## config.mk

```make
export PLATFORM = sky130hd
export DESIGN_NAME = wfg_stim_mem_core
export DESIGN_NICKNAME = d
export VERILOG_FILES = /design/src/rtl/wfg_stim_mem_core.sv
export SDC_FILE = /design/constraint.sdc
export NUM_CORES = 1
export LEC_CHECK = 0
export BUFFER_PORTS_ARGS = -buffer_cell sky130_fd_sc_hd__buf_2
export CAP_MARGIN = 30
export CELL_PAD_IN_SITES_DETAIL_PLACEMENT = 2
export CELL_PAD_IN_SITES_GLOBAL_PLACEMENT = 2
export CORE_ASPECT_RATIO = 0.9
export CORE_MARGIN = 2
export CORE_UTILIZATION = 31
export DETAILED_ROUTE_END_ITERATION = 12
export HOLD_SLACK_MARGIN = 0.05
export PLACE_DENSITY_LB_ADDON = 0.1
export SLEW_MARGIN = 20
export SYNTH_ARGS = -nofsm -noshare
export SYNTH_HDL_FRONTEND = slang
export SYNTH_SLANG_ARGS = --single-unit
```

## constraint.sdc

```tcl
create_clock -name wb_clk_i -period 11.24 [get_ports wb_clk_i]
set_clock_uncertainty 0.1 [all_clocks]
set_input_delay 0 -clock wb_clk_i [delete_from_list [all_inputs] [get_ports wb_clk_i]]
set_output_delay 0 -clock wb_clk_i [all_outputs]
set_load 0.02 [all_outputs]
```

## src/rtl/wfg_stim_mem_core.sv

```systemverilog
// Stimulus-memory playback engine: walks START..END by INC, reads SRAM,
// and presents each word as one AXI-stream sample.
module wfg_stim_mem_core #(
  parameter int ADDRW = 16,
  parameter int DATAW = 32
) (
  input  logic             wb_clk_i,
  input  logic             wb_rst_i,
  input  logic             ctrl_en_q_i,
  input  logic [15:0]      start_val_q_i,
  input  logic [15:0]      end_val_q_i,
  input  logic [7:0]       inc_val_q_i,
  output logic             mem_csb_o,
  output logic [ADDRW-1:0] mem_addr_o,
  input  logic [DATAW-1:0] mem_dout_i,
  input  logic             wfg_axis_tready_i,
  output logic             wfg_axis_tvalid_o,
  output logic [DATAW-1:0] wfg_axis_tdata_o
);

  typedef enum logic [1:0] {
    IDLE,
    FETCH,
    LATCH,
    VALID
  } state_t;

  state_t           r_state;
  logic [15:0]      r_ptr;
  logic             r_tvalid;
  logic [DATAW-1:0] r_tdata;

  logic [16:0]      w_sum;
  logic             w_wrap;
  logic [15:0]      w_next_ptr;

  // 17-bit sum so a step past 0xFFFF reloads START instead of wrapping
  assign w_sum      = {1'b0, r_ptr} + {9'd0, inc_val_q_i};
  assign w_wrap     = (r_ptr >= end_val_q_i) ||
                      (w_sum > {1'b0, end_val_q_i});
  assign w_next_ptr = w_wrap ? start_val_q_i : w_sum[15:0];

  always_ff @(posedge wb_clk_i) begin
    if (wb_rst_i) begin
      r_state  <= IDLE;
      r_ptr    <= '0;
      r_tvalid <= 1'b0;
      r_tdata  <= '0;
    end else begin
      unique case (r_state)
        IDLE: begin
          if (ctrl_en_q_i) begin
            r_ptr   <= start_val_q_i;
            r_state <= FETCH;
          end
        end
        FETCH: begin
          r_state <= LATCH;
        end
        LATCH: begin
          r_tdata  <= mem_dout_i;
          r_tvalid <= 1'b1;
          r_ptr    <= w_next_ptr;
          r_state  <= VALID;
        end
        VALID: begin
          if (wfg_axis_tready_i) begin
            r_tvalid <= 1'b0;
            r_state  <= ctrl_en_q_i ? FETCH : IDLE;
          end
        end
        default: r_state <= IDLE;
      endcase
    end
  end

  assign mem_csb_o         = (r_state != FETCH);
  assign mem_addr_o        = ADDRW'(r_ptr);
  assign wfg_axis_tvalid_o = r_tvalid;
  assign wfg_axis_tdata_o  = r_tdata;

endmodule
```

After elaboration in Yosys (flattened, before gate mapping)
Index checks and enable logic that the tools add are counted.
{"block": "op_classes", "add_sub_neg": 1, "order_cmp": 2, "eq_ne": 6, "mux": 9, "n_reduce_logical": 7}
{"operator": "16-bit two-way mux", "count": 2}
{"operator": "16-bit case mux with 2 select lines", "count": 1}
{"operator": "16-bit by 8-bit adder with 17-bit output", "count": 1}
{"operator": "17-bit by 16-bit greater-than comparator with 1-bit output", "count": 1}
{"operator": "16-bit greater-or-equal comparator", "count": 1}
{"operator": "2-bit case mux with 4 select lines", "count": 1}
{"operator": "2-bit AND reduction", "count": 3}
{"operator": "2-bit equality test (second input constant)", "count": 2}
{"operator": "2-bit two-way mux", "count": 2}
{"operator": "2-bit inequality test (second input constant)", "count": 2}
{"operator": "2-bit nonzero test", "count": 2}
{"operator": "2-bit by 1-bit equality test with 1-bit output (second input constant)", "count": 1}
{"operator": "2-bit zero test", "count": 1}
{"operator": "1-bit two-way mux", "count": 2}
{"operator": "2-bit by 1-bit inequality test with 1-bit output (second input constant)", "count": 1}
{"operator": "1-bit case mux with 2 select lines", "count": 1}
{"operator": "1-bit logical OR", "count": 1}
{"block": "totals", "regBits": 51, "word_cells": 29}

Longest topological paths before layout
Gate-level depths: netlist of the first run.
{"block": "logic_depth", "word_depth": 5, "depth_mapped": 18}

Least setup slack after synthesis of the first run
No wires, ideal clock.
{"block": "synth_timing", "path_kind": "register to register", "from": "register r_ptr[0] (netlist: mem_addr_o[0])", "to": "register r_ptr[10] (netlist: mem_addr_o[10])", "setup_time_ns": 0.133, "arrival_ns": 3.962, "t_required_ns": 11.007, "setup_slack_ns": 7.045, "stages_incl_launch_ff": 19, "path_buffers": 2, "period_less_slack_ns": 4.195, "cell_sequence": "dfxtp_1 > ha_1 > fa_1 > a21oi_1 > o22ai_1 > o211a_1 > nand2_1 > nor2_1 > xor2_1 > ha_1 > nand2_1 > or4_4 > a31o_1 > a31o_4 > and2_4 > buf_8 > buf_12 > a41oi_1 > a31oi_1"}
{"block": "synth_between", "elab_chain_cells": 5, "elab_cells_between_ends": 6, "classes_between": "add/sub: 1; order compare: 2; mux: 2; reduce/logical: 1"}
{"element": "from (decl)", "line_no": "29", "text": "logic [15:0] r_ptr;"}
{"element": "from (signal assigned)", "line_no": "53", "text": "r_ptr <= start_val_q_i;"}
{"element": "from (signal assigned)", "line_no": "63", "text": "r_ptr <= w_next_ptr;"}
{"element": "16-bit by 8-bit adder with 17-bit output", "line_no": "38", "text": "assign w_sum = {1'b0, r_ptr} + {9'd0, inc_val_q_i};"}
{"element": "17-bit by 16-bit greater-than comparator with 1-bit output", "line_no": "40", "text": "(w_sum > {1'b0, end_val_q_i});"}
{"element": "1-bit logical OR", "line_no": "39", "text": "assign w_wrap = (r_ptr >= end_val_q_i) ||"}
{"element": "16-bit two-way mux *", "line_no": "41", "text": "assign w_next_ptr = w_wrap ? start_val_q_i : w_sum[15:0];"}
{"element": "16-bit case mux with 2 select lines *", "line_no": "50", "text": "unique case (r_state)"}
Every way passes the cells marked *; elsewhere a longest branch is shown, timed or not.
A chain may end at the register's enable or synchronous reset.

Worst setup path after layout of the first run
{"block": "layout_timing", "from": "register r_ptr[0] (netlist: mem_addr_o[0])", "to": "register r_ptr[11] (netlist: mem_addr_o[11])"}
The elaborated chain is that of the path after synthesis.

==> results of run 1 <==
[cells by family after synthesis]
| kind of cell | synth area share [%] |
|---|---|
| adder cells (fa/ha/maj) | 16.5 |
| AND/OR/NAND/NOR | 16.1 |
| buffers and inverters | 5.78 |
| AO/OA/AOI/OAI | 16.5 |
| flip-flops | 29.5 |
| multiplexers | 12.5 |
| XOR/XNOR | 3.29 |
[repair_timing]
action / CTS / global route
endpoints found under the setup margin: 0 / 0
hold buffers: 44 / 0
hold endpoints to repair: 44 / 0
[state kept, by name (all words and copies together) (netlist names)]
register and cells:
wfg_axis_tdata_o 32, mem_addr_o 16, wfg_axis_tvalid_o 1, r_state 2
[cell type report]
type / instances / share of cell area, %
Tap cell: 152 / 3.93
Sequential cell: 51 / 21.1
Clock inverter: 2 / 0.776
Timing Repair Buffer: 172 / 23.2
Inverter: 26 / 2.02
Clock buffer: 5 / 2.59
Multi-Input combinational cell: 296 / 46.4
[worst min-delay path, cell delays in order]
cell and delay, ns:
buf_2 0.08, nand2_1 0.04, a21oi_1 0.11, a31oi_1 0.05, a31oi_1 0.12
[final timing paths]
| kind | from | end | slack, ns |
|---|---|---|---|
| setup / recovery | mem_addr_o[0]$_SDFFE_PP0P_ | mem_addr_o[11]$_SDFFE_PP0P_ | 6.60 |
| setup reg to reg | mem_addr_o[0]$_SDFFE_PP0P_ | mem_addr_o[11]$_SDFFE_PP0P_ | 6.60 |
| hold reg to reg | wfg_axis_tdata_o[5]$_SDFFE_PP0P_ | wfg_axis_tdata_o[5]$_SDFFE_PP0P_ | 0.39 |
| hold / removal | start_val_q_i[13] | mem_addr_o[13]$_SDFFE_PP0P_ | 0.05 |
[cells in the mapped netlist (all sizes together) (2+ instances only)]
library cell / number
a2bb2oi: 3
nand3b: 5
nor4: 2
and3: 3
nor2: 56
a211oi: 12
buf: 9
ha: 44
o21ai: 12
nor2b: 2
clkbuf: 9
mux2i: 42
nand3: 7
xor2: 2
nand2: 24
a31o: 2
inv: 26
nand4: 4
o211ai: 5
a41oi: 2
a31oi: 10
a21oi: 15
xnor2: 11
nand2b: 3
nor3: 4
o22ai: 4
dfxtp: 51
a21o: 3
[per-stage QoR]
step	setup slack, ns	cell area [um2]	hold WS, ns	utilization, %	instances
after floorplan	7.05	3470	0.0472	-	391
after global placement	6.79	4190	0.132	38.6	651
after detailed placement	6.68	4240	0.149	39.0	653
after CTS	6.58	4840	0.0518	44.6	704
after global routing	6.21	4840	0.0973	44.6	704
final	6.60	4840	0.0536	44.6	704
[power by group]
| part | internal (W) | switching [W] | total [W] | leakage [nW] |
|---|---|---|---|---|
| clock network | 0.000104 | 0.0000712 | 0.000175 | 0.0759 |
| registers | 0.000236 | 0.0000651 | 0.000301 | 0.416 |
| logic | 0.000305 | 0.000438 | 0.000743 | 1.77 |
[routing by layer]
| metal | track usage [%] | routed length (um) |
|---|---|---|
| met5 | 0 | 0 |
| met4 | 3.44 | 144 |
| met3 | 3.85 | 559 |
| met2 | 37.6 | 6410 |
| met1 | 26.1 | 5400 |
==> impl_metrics.yaml, run 1 <==
yosys:
  synth.top_cell.area_share_pct: 29.5
  synth_fp_nets: 512
  ys_types: 56
  synth_top_cell_by_area: "dfxtp_1"
  synth_area_leaders: "dfxtp_1 (29%), ha_1 (16%), mux2i_1 (12%), nor2_1 (6.1%), inv_1 (2.8%)"
  seq_area_frac_synth_pct: 29.5
  yosys_warnings: 0
  ys_async_sr_fraction_pct: 0
  synth_flop_cell: "dfxtp_1"
  synth_edf_count: 0
  syn_avg_cell_area_um2: 8.86
  synthCells: 391
  syn_area_um2: 3470
  ys_seq_elements: 51
pwr:
  pwr_density_cell_nw_per_um2: 252
  totalPowerFinal_w: 0.00122
  p_leak_nw: 2.26
  ir_drop_mv: 0.0871
global_route:
  grt_pass1_wl_um: 20000
  grt_pass1_vias: 3865
  overflow: 0
  grt_util_all_layers_pct: 20.9
  grt_max_degree: 28
  antenna_found_initial: 0
layout:
  num_antenna_cells: 0
  drive_gt1_share_pct: 26.4
  finalNetCount: 673
  multiInputGateArea_um2: 2250
  seq_area_um2: 1020
  areaGrowthSynthToFinish_pct: 39.6
  fillers: 1228
  mostFrequentLayoutCells: "buf_2 (125), nor2_1 (56), dfxtp_1 (51)"
  final_common_cell: "buf_2"
clock_network:
  cts_tree: "yes"
  cts.repair.resized: 0
  cts_setup_buffers: 0
  cts.sinks: 51
  h-tree-depth: 2
  cts-root-buf: "clkbuf_16"
  clock_latency_ns: 0.29
  clock_path_buffers: 2
  cts-buffers-inserted: 5
  path_clk_slew_ns: 0.07
floorplan:
  die_y_um: 104
  die-area_um2: 12000
  initial_core_util_pct: 31.9
  rows: 36
  coreArea_um2: 10900
  boundaryPins: 126
  die_w_um: 115
route:
  num_vias: 3526
  dr.pass1.iters: 4
  drc: 0
  antenna_left: 0
  wl_um: 12500
  dr.first_iter.drc_count: 76
  avgRoutedWirePerCell_um: 17.8
  viasPerCell: 5.01
outcome:
  status: "complete, no violations"
sta:
  timing.final.crit_share_pct: 41.3
  fin_tns_setup_ns: 0
  setup_violations: 0
  worstMarginPinSlew_ns: 0.794
  max_freq_mhz: 215
  fin_crit_ns: 4.64
  slew_violations: 0
  slew_headroom_pct: 46.5
  hold_viol: 0
  grt_setup_unrepaired: "no"
placement:
  place_hpwl_um: 8930
  port_buffers: 125
  gp_congestion: 0.775
critical_path:
  critPathSlowestCell: "or4_4"
  critical-path-top-delay-family: "compound AO/OA/AOI/OAI gates"
  reg2reg_depth: 16
  slowest_delay_ns: 0.55
  critPathBufInv: 0
  critPathLaunchType: "register"
  crit_cells: 16
  cp-end-kind: "register"
  worstSetupPathType: "register to register"
  critPathMaxFanout: 25
  path_cells: "ha_1, fa_1, a21oi_1, o22ai_1, o211a_1, nand2_1, nor2_1, xor2_1, ha_1, nand2_1, or4_4, o22ai_1, a31o_4, and2_4, o21ai_0, a21oi_1"
  cp.arrival_ns: 4.75
  required_ns: 11.35
worst_hold_path:
  hold_depth: 5
  hold_class: "primary input to register"
run:
  drv_cap: 0
Note: power is estimated with default switching activity, not from simulation.
==> run 2, diff against run 1 <==
--- a/config.mk
+++ b/config.mk
@@ -11,7 +11,7 @@
 export CELL_PAD_IN_SITES_GLOBAL_PLACEMENT = 2
 export CORE_ASPECT_RATIO = 0.9
 export CORE_MARGIN = 2
-export CORE_UTILIZATION = 31
+export CORE_UTILIZATION = 29
 export DETAILED_ROUTE_END_ITERATION = 12
 export HOLD_SLACK_MARGIN = 0.05
 export PLACE_DENSITY_LB_ADDON = 0.1
==> constraint.sdc (replaced) <==
create_clock -name wb_clk_i -period 4.8 [get_ports wb_clk_i]
set_clock_uncertainty 0.1 [all_clocks]
set_input_delay 0 -clock wb_clk_i [delete_from_list [all_inputs] [get_ports wb_clk_i]]
set_output_delay 0 -clock wb_clk_i [all_outputs]
set_load 0.02 [all_outputs]
==> run 2 against run 1 <==
  * Final area increased by 0.21%
  * First-iteration DRC count is 25% higher
  * Register-to-register slack worse by 6.2 ns
  * Largest cell class unchanged
  * Critical path depth did not move
  * Sequential share of layout area about the same
==> impl_metrics.yaml, run 2 (synthesis results as in run 1) <==
critical_path:
  critPathMaxFanout: 25
  worstSetupPathType: "register to register"
  cp.arrival_ns: 4.49
  required_ns: 4.85
  critPathLaunchType: "register"
  cp-end-kind: "register"
global_route:
  grt_pass1_wl_um: 19800
  overflow: 0
  grt_max_degree: 36
  grt_pass1_vias: 3882
  grt_util_all_layers_pct: 19.2
  antenna_found_initial: 0
sta:
  setup_violations: 0
  max_freq_mhz: 225
  worstMarginPinSlew_ns: 0.633
  grt_setup_unrepaired: "no"
  slew_violations: 0
  fin_tns_setup_ns: 0
  fin_crit_ns: 4.44
  slew_headroom_pct: 57.3
  hold_viol: 0
  timing.final.crit_share_pct: 92.5
  hold_ws_ns: 0.0535
layout:
  stdcell_count: 711
  drive_gt1_share_pct: 26.7
  largest_reg_flops: 32
  mostFrequentLayoutCells: "buf_2 (125), nor2_1 (56), dfxtp_1 (51)"
  areaGrowthSynthToFinish_pct: 39.9
  finalNetCount: 676
  fin_util_pct: 42.1
  num_antenna_cells: 0
  final_common_cell: "buf_2"
route:
  drc: 0
  antenna_left: 0
  dr.pass1.iters: 4
  wl_met2_um: 6130
  wl_met3_um: 497
  drt-met1-wl_um: 5380
  dr.first_iter.drc_count: 95
  top_layer: "met4"
  viasPerCell: 4.95
  wl_um: 12100
  avgRoutedWirePerCell_um: 17.0
  num_vias: 3520
clock_network:
  path_clk_slew_ns: 0.07
  cts.sinks: 51
  clock_path_buffers: 2
  cts_setup_buffers: 0
  cts_tree: "yes"
  cts-buffers-inserted: 5
  h-tree-depth: 2
  clock_latency_ns: 0.29
  cts-root-buf: "clkbuf_16"
floorplan:
  boundaryPins: 126
  initial_core_util_pct: 30.1
  die-area_um2: 12800
  die_w_um: 119
  rows: 37
  die_y_um: 108
  coreArea_um2: 11500
worst_hold_path:
  hold_class: "primary input to register"
pwr:
  totalPowerFinal_w: 0.00283
  ir_drop_mv: 0.192
  pwr_density_cell_nw_per_um2: 584
  p_leak_nw: 2.27
placement:
  place_inst: 659
  place_hpwl_um: 9010
  gp_congestion: 0.789
  port_buffers: 125
outcome:
  status: "complete, no violations"
run:
  drv_cap: 0
## run 2: changes by cell type in the layout (fill, tap and decap cells not counted)
cell / previous run / this run
buf_4: 1 / 4
buf_16: 1 / 0
dlygate4sd3_1: 44 / 45
## run 2: critical path: stages, from the launching register on
cell	delay, ns
dfxtp_1	0.35
ha_1	0.23
fa_1	0.41
a21oi_1	0.22
o22ai_1	0.17
o211a_1	0.34
nand2_1	0.19
nor2_1	0.11
xor2_1	0.15
ha_1	0.31
nand2_1	0.08
or4_4	0.54
o22ai_1	0.18
a31o_4	0.16
and2_4	0.38
mux2i_1	0.26
a211oi_1	0.10
## run 2: timing repair
item / CTS / global route
gates resized for setup: 0 / 0
hold endpoints to repair: 44 / 0
hold buffers: 45 / 0
## run 2: routing by layer
layer,vias up,track usage (%)
li1,1725,-
met1,1712,24.0
met2,75,35.0
met3,8,3.34
met4,0,3.66
met5,-,0
## run 2: path summary, 6_finish.rpt
| kind | from | to | slack, ns | cells after the start |
|---|---|---|---|---|
| setup / recovery | mem_addr_o[0]$_SDFFE_PP0P_ | mem_addr_o[6]$_SDFFE_PP0P_ | 0.36 | 16 |
| hold / removal | wb_rst_i | wfg_axis_tdata_o[8]$_SDFFE_PP0P_ | 0.05 | 2 |
| setup reg to reg | mem_addr_o[0]$_SDFFE_PP0P_ | mem_addr_o[6]$_SDFFE_PP0P_ | 0.36 | 16 |
| hold reg to reg | wfg_axis_tdata_o[20]$_SDFFE_PP0P_ | wfg_axis_tdata_o[20]$_SDFFE_PP0P_ | 0.39 | 2 |
## run 2: final cells by class
| type | instances | area (um2) |
|---|---|---|
| fill | 1289 | 6680 |
| multi-input combinational | 296 | 2250 |
| timing repair buffer | 175 | 1130 |
| sequential | 51 | 1020 |
| tap | 156 | 195 |
| clock buffer | 5 | 125 |
| inverter | 26 | 97.6 |
| clock inverter | 2 | 37.5 |
## run 2: power breakdown
group / switching (W) / total (W) / internal, W
Clock: 0.000165 / 0.000409 / 0.000243
Combinational: 0.00101 / 0.00173 / 0.000715
Sequential: 0.000145 / 0.000699 / 0.000554
## run 2: through the flow
stage               setup slack [ns]  area (um2)
floorplan                      0.605        3470
global placement               0.494        4220
detailed placement             0.409        4240
CTS                            0.355        4850
global route                  0.0292        4850
finish                         0.359        4850
